`src/rtl/sram_zbt_phy_if.sv`:
```
// Request/response bundle between the SRAM arbiter (master) and the ZBT PHY (slave).
// A request transfers on a cycle where sram_addr_valid and sram_ready are both 1; sram_data_out_valid is a one-cycle pulse with no back-pressure.
interface sram_zbt_phy_if #(
  parameter int ADDR_WIDTH = 18,
  parameter int DATA_WIDTH = 32
);
  logic                    sram_addr_valid;
  logic                    sram_ready;
  logic [ADDR_WIDTH-1:0]   sram_addr;
  logic [DATA_WIDTH-1:0]   sram_data_in;
  logic [DATA_WIDTH/8-1:0] sram_write_mask;
  logic [DATA_WIDTH-1:0]   sram_data_out;
  logic                    sram_data_out_valid;
  logic                    dropped_req;

  modport master (
    output sram_addr_valid, sram_addr, sram_data_in, sram_write_mask,
    input  sram_ready, sram_data_out, sram_data_out_valid, dropped_req
  );

  modport slave (
    input  sram_addr_valid, sram_addr, sram_data_in, sram_write_mask,
    output sram_ready, sram_data_out, sram_data_out_valid, dropped_req
  );
endinterface

```
`src/rtl/sram_zbt_phy.sv`:
```
// Flow-through ZBT SRAM PHY: one request per cycle, reads return exactly 3 cycles after accept.
// A post-reset INIT period holds sram_ready low; requests seen then are flagged in dropped_req.
module sram_zbt_phy #(
  parameter int ADDR_WIDTH  = 18,
  parameter int DATA_WIDTH  = 32,
  parameter int INIT_CYCLES = 16
) (
  input  logic                    sram_clock,
  input  logic                    reset,
  sram_zbt_phy_if.slave           bus,
  output logic [ADDR_WIDTH-1:0]   sram_addr_pad,
  output logic                    sram_ce_l,
  output logic                    sram_we_l,
  output logic [DATA_WIDTH/8-1:0] sram_bw_l,
  output logic                    sram_adv_ld_l,
  output logic                    sram_oe_l,
  output logic [DATA_WIDTH-1:0]   sram_dq_o,
  output logic                    sram_dq_t,
  input  logic [DATA_WIDTH-1:0]   sram_dq_i,
  output logic                    state_dbg
);

  typedef enum logic {INIT, RUN} state_t;

  localparam logic [15:0] INIT_LOAD = 16'(INIT_CYCLES - 1);

  state_t      state, state_next;
  logic [15:0] init_cnt, init_cnt_next;
  logic        ready, ready_next;

  logic                  accept;
  logic                  is_write;
  logic [2:0]            s_valid;
  logic [2:0]            s_write;
  logic [DATA_WIDTH-1:0] wdata;
  logic [DATA_WIDTH-1:0] data_out;
  logic                  dropped;

  always_ff @(posedge sram_clock) begin
    if (reset) begin
      state    <= INIT;
      init_cnt <= INIT_LOAD;
      ready    <= 1'b0;
    end else begin
      state    <= state_next;
      init_cnt <= init_cnt_next;
      ready    <= ready_next;
    end
  end

  always_comb begin
    state_next    = state;
    init_cnt_next = init_cnt;
    ready_next    = 1'b0;
    case (state)
      INIT: begin
        if (init_cnt == 16'd0) begin
          state_next = RUN;
          ready_next = 1'b1;
        end else begin
          init_cnt_next = init_cnt - 16'd1;
        end
      end
      RUN: ready_next = 1'b1;
      default: state_next = INIT;
    endcase
  end

  assign accept   = bus.sram_addr_valid & ready;
  assign is_write = |bus.sram_write_mask;

  // Stage index k of s_valid/s_write describes the request accepted k+1 cycles ago.
  always_ff @(posedge sram_clock) begin
    if (reset) begin
      s_valid       <= '0;
      s_write       <= '0;
      wdata         <= '0;
      data_out      <= '0;
      dropped       <= 1'b0;
      sram_addr_pad <= '0;
      sram_ce_l     <= 1'b1;
      sram_we_l     <= 1'b1;
      sram_bw_l     <= '1;
      sram_oe_l     <= 1'b1;
      sram_dq_t     <= 1'b0;
      sram_dq_o     <= '0;
    end else begin
      s_valid   <= {s_valid[1:0], accept};
      s_write   <= {s_write[1:0], accept & is_write};
      sram_ce_l <= ~accept;
      sram_we_l <= ~(accept & is_write);
      sram_bw_l <= accept ? ~bus.sram_write_mask : '1;
      if (accept) begin
        sram_addr_pad <= bus.sram_addr;
        wdata         <= bus.sram_data_in;
      end
      // Only the second stage owns the DQ bus, so drive and output-enable never overlap.
      sram_dq_t <= s_valid[0] & s_write[0];
      sram_oe_l <= ~(s_valid[0] & ~s_write[0]);
      if (s_valid[0] & s_write[0]) sram_dq_o <= wdata;
      if (s_valid[1] & ~s_write[1]) data_out <= sram_dq_i;
      if (bus.sram_addr_valid & ~ready) dropped <= 1'b1;
    end
  end

  // Reset also masks a completion that would otherwise surface in the cycle reset is sampled.
  assign bus.sram_data_out_valid = s_valid[2] & ~s_write[2] & ~reset;
  assign bus.sram_data_out       = data_out;
  assign bus.sram_ready          = ready;
  assign bus.dropped_req         = dropped;
  assign sram_adv_ld_l           = 1'b0;
  assign state_dbg               = (state == RUN);

endmodule
```
`src/flat_wrapper.sv`:
```
// flat-port wrapper written by rule: the top's interface ports become plain ports
module sram_zbt_phy_flat 
#(
  parameter int ADDR_WIDTH  = 18,
  parameter int DATA_WIDTH  = 32,
  parameter int INIT_CYCLES = 16
)
  (sram_clock, reset, sram_addr_pad, sram_ce_l, sram_we_l, sram_bw_l, sram_adv_ld_l, sram_oe_l, sram_dq_o, sram_dq_t, sram_dq_i, state_dbg, bus_sram_addr_valid, bus_sram_addr, bus_sram_data_in, bus_sram_write_mask, bus_sram_ready, bus_sram_data_out, bus_sram_data_out_valid, bus_dropped_req);
  sram_zbt_phy_if #(.ADDR_WIDTH(ADDR_WIDTH), .DATA_WIDTH(DATA_WIDTH)) bus_i ();
  input  logic sram_clock;
  input  logic reset;
  output logic [ADDR_WIDTH-1:0] sram_addr_pad;
  output logic sram_ce_l;
  output logic sram_we_l;
  output logic [DATA_WIDTH/8-1:0] sram_bw_l;
  output logic sram_adv_ld_l;
  output logic sram_oe_l;
  output logic [DATA_WIDTH-1:0] sram_dq_o;
  output logic sram_dq_t;
  input  logic [DATA_WIDTH-1:0] sram_dq_i;
  output logic state_dbg;
  input wire logic [$bits(bus_i.sram_addr_valid)-1:0] bus_sram_addr_valid;
  input wire logic [$bits(bus_i.sram_addr)-1:0] bus_sram_addr;
  input wire logic [$bits(bus_i.sram_data_in)-1:0] bus_sram_data_in;
  input wire logic [$bits(bus_i.sram_write_mask)-1:0] bus_sram_write_mask;
  output wire logic [$bits(bus_i.sram_ready)-1:0] bus_sram_ready;
  output wire logic [$bits(bus_i.sram_data_out)-1:0] bus_sram_data_out;
  output wire logic [$bits(bus_i.sram_data_out_valid)-1:0] bus_sram_data_out_valid;
  output wire logic [$bits(bus_i.dropped_req)-1:0] bus_dropped_req;
  assign bus_i.sram_addr_valid = bus_sram_addr_valid;
  assign bus_i.sram_addr = bus_sram_addr;
  assign bus_i.sram_data_in = bus_sram_data_in;
  assign bus_i.sram_write_mask = bus_sram_write_mask;
  assign bus_sram_ready = bus_i.sram_ready;
  assign bus_sram_data_out = bus_i.sram_data_out;
  assign bus_sram_data_out_valid = bus_i.sram_data_out_valid;
  assign bus_dropped_req = bus_i.dropped_req;
  sram_zbt_phy #(.ADDR_WIDTH(ADDR_WIDTH), .DATA_WIDTH(DATA_WIDTH), .INIT_CYCLES(INIT_CYCLES)) u_core (.sram_clock(sram_clock), .reset(reset), .bus(bus_i), .sram_addr_pad(sram_addr_pad), .sram_ce_l(sram_ce_l), .sram_we_l(sram_we_l), .sram_bw_l(sram_bw_l), .sram_adv_ld_l(sram_adv_ld_l), .sram_oe_l(sram_oe_l), .sram_dq_o(sram_dq_o), .sram_dq_t(sram_dq_t), .sram_dq_i(sram_dq_i), .state_dbg(state_dbg));
endmodule
```
`config.mk`:
```
export PLATFORM = sky130hd
export DESIGN_NAME = sram_zbt_phy_flat
export DESIGN_NICKNAME = d
export VERILOG_FILES = /design/src/rtl/sram_zbt_phy_if.sv /design/src/rtl/sram_zbt_phy.sv /design/src/flat_wrapper.sv
export SDC_FILE = /design/constraint.sdc
export NUM_CORES = 1
export LEC_CHECK = 0
export CAP_MARGIN = 25
export CORE_ASPECT_RATIO = 1.4
export CORE_MARGIN = 4
export CORE_UTILIZATION = 49
export CTS_BUF_LIST = sky130_fd_sc_hd__clkbuf_2
export CTS_CLUSTER_DIAMETER = 60
export DETAILED_ROUTE_END_ITERATION = 8
export GPL_TIMING_DRIVEN = 0
export PLACE_DENSITY = 0.95
export SLEW_MARGIN = 10
export SYNTH_ARGS = -nofsm -noshare
export SYNTH_HDL_FRONTEND = slang
export SYNTH_SLANG_ARGS = --single-unit
```
`constraint.sdc`:
```
create_clock -name sram_clock -period 4.46 [get_ports sram_clock]
set_input_delay 0.892 -clock sram_clock [delete_from_list [all_inputs] [get_ports sram_clock]]
set_output_delay 0.892 -clock sram_clock [all_outputs]
set_load 0.02 [all_outputs]
```
# Word-level counts from Yosys, hierarchy flattened
# Index checks and enable logic that the tools add are counted.
dict set report classes {
  n_bitwise 19
  muxes 3
  add_sub_neg 1
  n_reduce_logical 4
}
# cell count
set op_table {}
lappend op_table {{16-bit zero test} 1}
lappend op_table {{16-bit by 1-bit subtractor with 16-bit output, second input constant} 1}
lappend op_table {{1-bit NOT} 10}
lappend op_table {{1-bit bitwise AND} 8}
lappend op_table {{4-bit NOT} 1}
lappend op_table {{4-bit OR reduction} 1}
lappend op_table {{1-bit two-way mux} 2}
lappend op_table {{1-bit one-hot mux with 2 select lines} 1}
lappend op_table {{2-bit AND reduction} 1}
lappend op_table {{2-bit OR reduction} 1}
dict set report word_totals {
  output_inout_bits 95
  elab_cells 42
  regBits 147
  input_bits 89
}

# Depth between registers and ports, before layout
# Gate-level depths: netlist of run 1.
dict set report logic_depth {
  word_depth 3
  ltp_mapped 7
  ltp_nobuf 6
}

# Worst setup path after synthesis of run 1
# Ideal clock, no wire load.
dict set report synth_timing {
  path_type {input-to-output}
  startpoint {input reset}
  endpoint {output bus_sram_data_out_valid}
  arrival_ns 1.628
  stages 2
  t_required_ns 3.568
  path_slack_ns 1.940
  path_cell_list {clkbuf_1 > nor3b_1}
}
dict set report synth_between {
  elab_chain_len 2
}
# item line_no
set synth_lines {}
lappend synth_lines {{from (decl)} flat_wrapper.sv:11} ;# input logic reset;
lappend synth_lines {{1-bit NOT} sram_zbt_phy.sv:107} ;# assign bus.sram_data_out_valid = s_valid[2] & ~s_write[2] & ~reset;
lappend synth_lines {{1-bit bitwise AND} sram_zbt_phy.sv:107}
lappend synth_lines {{to (decl)} flat_wrapper.sv:28} ;# output wire logic [$bits(bus_i.sram_data_out_valid)-1:0] bus_sram_data_out_valid;
# No other way between the ends.

# Worst setup path in the final report of run 1
# Ends and elaborated chain as after synthesis.

==> results of run 1 <==
power breakdown:
group / switching, W / total, W / internal (W) / leakage [nW]
sequential: 0.00000388 / 0.00131 / 0.00131 / 1.18
clock: 0.000467 / 0.000722 / 0.000255 / 0.132
combinational: 0.0000417 / 0.000117 / 0.0000754 / 1.22
total: 0.000512 / 0.00215 / 0.00164 / 2.53
layer usage:
layer | routed length, microns | up-vias
met5 | 0 | -
met4 | 352 | 0
met3 | 956 | 45
li1 | - | 2237
met2 | 7550 | 202
met1 | 5080 | 2150
cells in the mapped netlist (all sizes together) (3+ instances only):
cell and count:
buf 10, or3 5, clkbuf 28, nand2 137, nand2b 3, nor3 5, nor2b 6, inv 7
or4 7, nor2 7, dfxtp 146, a21oi 75, o31ai 4, o21ai 6, a22o 50, nor4 6
layout make-up:
class                           count  area, sq um
Multi-Input combinational cell    338         1840
Timing Repair Buffer              182         1820
Sequential cell                   146         2920
Fill cell                         719         2750
Inverter                            7         26.3
Clock inverter                     14          139
Clock buffer                       18         90.1
Tap cell                          135          169
Buffer                             38          150
logic make-up after synthesis:
| family | count (synthesis) | share of synthesized area (%) |
|---|---|---|
| multiplexers | 1 | 0.228 |
| adder cells (fa/ha/maj) | 1 | 0.254 |
| other | 1 | 0.0760 |
| XOR/XNOR | 2 | 0.355 |
| flip-flops | 146 | 59.2 |
| buffers and inverters | 45 | 3.58 |
| AND/OR/NAND/NOR | 189 | 17.1 |
| AO/OA/AOI/OAI | 144 | 19.2 |
flip-flops by register name (all words and copies together), names as in the netlist, 3 cells and up:
register and cells:
u_core.bus.sram_data_out 32, u_core.sram_addr_pad 18, u_core.s_write 3, u_core.init_cnt 16, u_core.sram_bw_l 4, u_core.sram_dq_o 32
u_core.s_valid 3, u_core.wdata 32
final timing paths:
| path | start | endpoint | slack [ps] |
|---|---|---|---|
| max | reset | bus_sram_data_out_valid | 920 |
| min | u_core.s_write[1] | u_core.s_write[2] | 460 |
| max reg2reg | u_core.init_cnt[0] | u_core.init_cnt[13] | 2350 |
| min reg2reg | u_core.s_write[1] | u_core.s_write[2] | 460 |
worst register-to-register path: stages, from the launching register on:
cell,delay [ps]
dfxtp_1,390
inv_1,80
ha_1,210
or4b_2,620
nor3_1,390
nor4_1,140
o21a_1,190
metrics by stage:
| stage | cell area [sq um] | utilization [%] | hold slack, ps |
|---|---|---|---|
| final | 7150 | 72.3 | 458 |
| after global routing | 7150 | 72.3 | 475 |
| after detailed placement | 6930 | 70.0 | 448 |
| after CTS | 7150 | 72.3 | 463 |
| after floorplan | 4930 | - | 432 |
| after global placement | 6930 | 70.0 | 441 |
==> impl_metrics.json, run 1 <==
{
  "grt-ovfl-total": 0,
  "cts-resized-gates": 0,
  "wirelength_microns": 13900,
  "status": "complete, no violations",
  "timing.final.crit_share_pct": 79.3,
  "yosys.area.top_type": "dfxtp_1",
  "synth_top_area_share_pct": 59.2,
  "clk_path_buf_depth": 2,
  "drv_slew": 0,
  "hold_buffers": 0,
  "dieArea_sq_mm": 0.0118,
  "min_period_ps": 3540,
  "drt_iter0_drc": 236,
  "fmax_mhz": 283,
  "async_flop_share_pct": 0,
  "cts_tree": "built",
  "die_y_microns": 127,
  "hold_viol_final": 0,
  "arrival_ps": 2650,
  "start_util_pct": 49.8,
  "coreArea_sq_mm": 0.00990,
  "portBuffers": 182,
  "final_cell_mix": "clkdlybuf4s50_1, dfxtp_1, nand2_1",
  "holdCritPathClass": "reg2reg",
  "grt_pass1_wl_microns": 21900,
  "clk_pin_slew_ps": 200,
  "fin_setup_tns_ps": 0,
  "drive_gt1_share_pct": 4.98,
  "num_io_pins": 184,
  "clkLatencyLatePin_ps": 700,
  "htree_levels": 4,
  "synth_cell_types": 40,
  "finalClockSkew_ps": 27.0,
  "slowest_delay_ps": 640,
  "rsz0062_at_grt": "false",
  "cp_max_fo": 10,
  "max_cap_viol_count": 0,
  "worstPathRequired_ps": 3570,
  "post-place-ws_ps": 920,
  "synth-main-ff-cell": "dfxtp_1",
  "postSynthCellCount": 529,
  "antenna_found_initial": 0,
  "slew_headroom_pct": 52.8,
  "die_w_microns": 92.8,
  "reg2reg_depth": 6,
  "diodes": 0,
  "wl_per_cell_microns": 15.9,
  "grt_pass1_vias": 4567,
  "post-cts-setup-buffers": 0,
  "grt_use_total_pct": 23.7,
  "power_density_mw_per_mm2": 301,
  "total_power_w": 0.00215,
  "clockRootBuffer": "clkbuf_2",
  "cp-start-kind": "input port",
  "power_leakage_nw": 2.53,
  "gr-usage-met2_pct": 44.0,
  "core.rowCount": 43,
  "setup_slack_ps": 922,
  "gp_congestion": 0.923,
  "nets": 820,
  "crit_family": "buffers and inverters",
  "syn2layout_area_growth_pct": 45.0,
  "crit_buf_inv": 3,
  "antenna_left": 0,
  "synth_area_leaders": "dfxtp_1, nand2_1, a22o_1",
  "drt_first_pass_iters": 6,
  "cts_sinks": 146,
  "synth_nets": 619,
  "yosys_warnings": 0,
  "criticalPathCategory": "in2out",
  "viasPerCell": 5.28,
  "synth_area_sq_mm": 0.00493,
  "top_usage_layer": "met2",
  "synth_seq_cells": 146,
  "met1_usage_pct": 24.3,
  "setup_viol_count_final": 0,
  "grt_max_degree": 17,
  "stdcell_count": 878,
  "critical_path_depth": 4,
  "synth-edff-count": 0,
  "ir_drop_mv": 0.195,
  "cts_made_buffers": 17,
  "slowest_stage": "clkdlybuf4s50_1",
  "dp_hpwl_microns": 10800,
  "tightestPinTransition_ps": 707,
  "synth-seq-area-share_pct": 59.2,
  "whs_path_depth": 1,
  "crit_chain": "clkdlybuf4s50_1, clkbuf_1, nor3b_1, clkdlybuf4s50_1",
  "use_met3_pct": 7.95,
  "numPlacedInstances": 846,
  "cpMostUsedCell": "clkdlybuf4s50_1",
  "avgSynthCellArea_sq_um": 9.33,
  "setup.worst_path.end_class": "output pin",
  "vias": 4634,
  "drcViolationCount": 0,
  "final_common_cell": "clkdlybuf4s50_1"
}
Power figures use the tool's default switching activity.
==> inputs of run 2 (changes only) <==
CORE_UTILIZATION = 41   (was 49)
PLACE_DENSITY = 0.86   (was 0.95)
clock period = 3.2 ns   (was 4.46 ns; I/O delays follow)
==> run 2 against run 1 <==
Clock skew increased by 1.4 ps. Non-clock buffer count stayed put. Critical endpoint unchanged. Hold slack got worse by 0.53 ps.
==> impl_metrics.json, run 2 (synthesis gave the netlist of run 1 again) <==
{
  "status": "complete, no violations",
  "setup_viol_count_final": 0,
  "cp_max_fo": 10,
  "slew_headroom_pct": 57.3,
  "clk_path_buf_depth": 2,
  "antenna_found_initial": 0,
  "die_y_microns": 138,
  "wirelength_microns": 13900,
  "timing.final.crit_share_pct": 95.5,
  "ir_drop_mv": 0.242,
  "min_period_ps": 3060,
  "hold_buffers": 0,
  "grt_use_total_pct": 19.8,
  "coreArea_sq_mm": 0.0118,
  "seq_area_sq_mm": 0.00292,
  "nets": 820,
  "criticalPathCategory": "in2out",
  "clockRootBuffer": "clkbuf_2",
  "grt_pass1_vias": 4708,
  "drcViolationCount": 0,
  "cts_sinks": 146,
  "rsz0062_at_grt": "false",
  "die_w_microns": 101,
  "drt_iter0_drc": 148,
  "antenna_left": 0,
  "grt_pass1_wl_microns": 21600,
  "wl_per_cell_microns": 15.7,
  "arrival_ps": 2420,
  "cts_made_buffers": 17,
  "final_common_cell": "clkdlybuf4s50_1",
  "clkLatencyLatePin_ps": 670,
  "post-cts-setup-buffers": 0,
  "max_cap_viol_count": 0,
  "dp_hpwl_microns": 10800,
  "drive_gt1_share_pct": 4.99,
  "grt-ovfl-total": 0,
  "cts_tree": "built",
  "gp_congestion": 0.876,
  "fin_setup_tns_ps": 0,
  "multi_input_area_sq_mm": 0.00184,
  "power_leakage_nw": 2.52,
  "clk_pin_slew_ps": 210,
  "syn2layout_area_growth_pct": 45.2,
  "nFillCells": 987,
  "drt_first_pass_iters": 5,
  "start_util_pct": 41.7,
  "htree_levels": 4,
  "grt_max_degree": 17,
  "holdCritPathClass": "reg2reg",
  "whs_path_depth": 2,
  "finalClockSkew_ps": 28.4,
  "reg2reg_depth": 4,
  "stdcell_count": 889,
  "hold_viol_final": 0,
  "diodes": 0,
  "final_cell_mix": "clkdlybuf4s50_1, dfxtp_1, nand2_1",
  "tightestPinTransition_ps": 634,
  "portBuffers": 182,
  "cts-resized-gates": 0,
  "num_io_pins": 184,
  "dieArea_sq_mm": 0.0139,
  "viasPerCell": 5.17,
  "drv_slew": 0,
  "worstPathRequired_ps": 2560,
  "r2r_slack_ps": 1130,
  "final_util_pct": 60.6,
  "vias": 4594,
  "fmax_mhz": 327,
  "numPlacedInstances": 858,
  "cp-start-kind": "input port",
  "power_density_mw_per_mm2": 417,
  "core.rowCount": 47,
  "setup.worst_path.end_class": "output pin"
}
==> run 2: changes by cell type in the layout (fill, tap and decap cells not counted) <==
cell,before,now
clkinv_2,3,4
clkbuf_2,18,17
clkinv_1,2,1
clkinv_4,1,0
clkinvlp_4,4,5
==> run 2: layout make-up <==
cell class	instances	area share [%]
Sequential cell	146	40.8
Multi-Input combinational cell	338	25.6
Timing Repair Buffer	182	25.4
Tap cell	147	2.57
Buffer	38	2.10
Clock inverter	14	1.94
Clock buffer	17	1.19
Inverter	7	0.367
==> run 2: worst paths after layout <==
path                      startpoint                 endpoint
hold / removal      u_core.wdata[13]     u_core.sram_dq_o[13]
hold reg to reg     u_core.wdata[13]     u_core.sram_dq_o[13]
setup / recovery               reset  bus_sram_data_out_valid
setup reg to reg  u_core.init_cnt[4]      u_core.init_cnt[12]
==> run 2: power breakdown <==
group,switching [W],internal [W]
Clock,0.000645,0.000347
Sequential,0.00000485,0.00183
Combinational,0.0000585,0.000105
==> run 2: through the flow <==
step	hold slack (ps)	cell area (sq um)	total power (W)	setup WS (ps)
global placement	442	6940	0.00203	139
CTS	404	7160	0.00301	142
floorplan	432	4930	0.00190	1180
detailed placement	442	6940	0.00203	153
finish	457	7160	0.00299	144
global route	373	7160	0.00310	55.9
==> run 2: routing by layer <==
metal  part of all wire (%)  vias up  GRT usage [%]
li1                       -     2233              -
met1                     38     2146           20.7
met2                     53      189           36.4
met3                    7.5       26           6.43
met4                    1.7        0           7.42
met5                      0        -              0
==> run 2: worst max-delay path: stages <==
cell and delay [ps]:
clkdlybuf4s50_1 540, clkbuf_1 320, nor3b_1 260, clkdlybuf4s50_1 640
==> inputs of run 3 (changes only) <==
SLEW_MARGIN = default   (was 10)
==> results of run 3 <==
Final layout, timing and power as in run 2 (identical DEF).
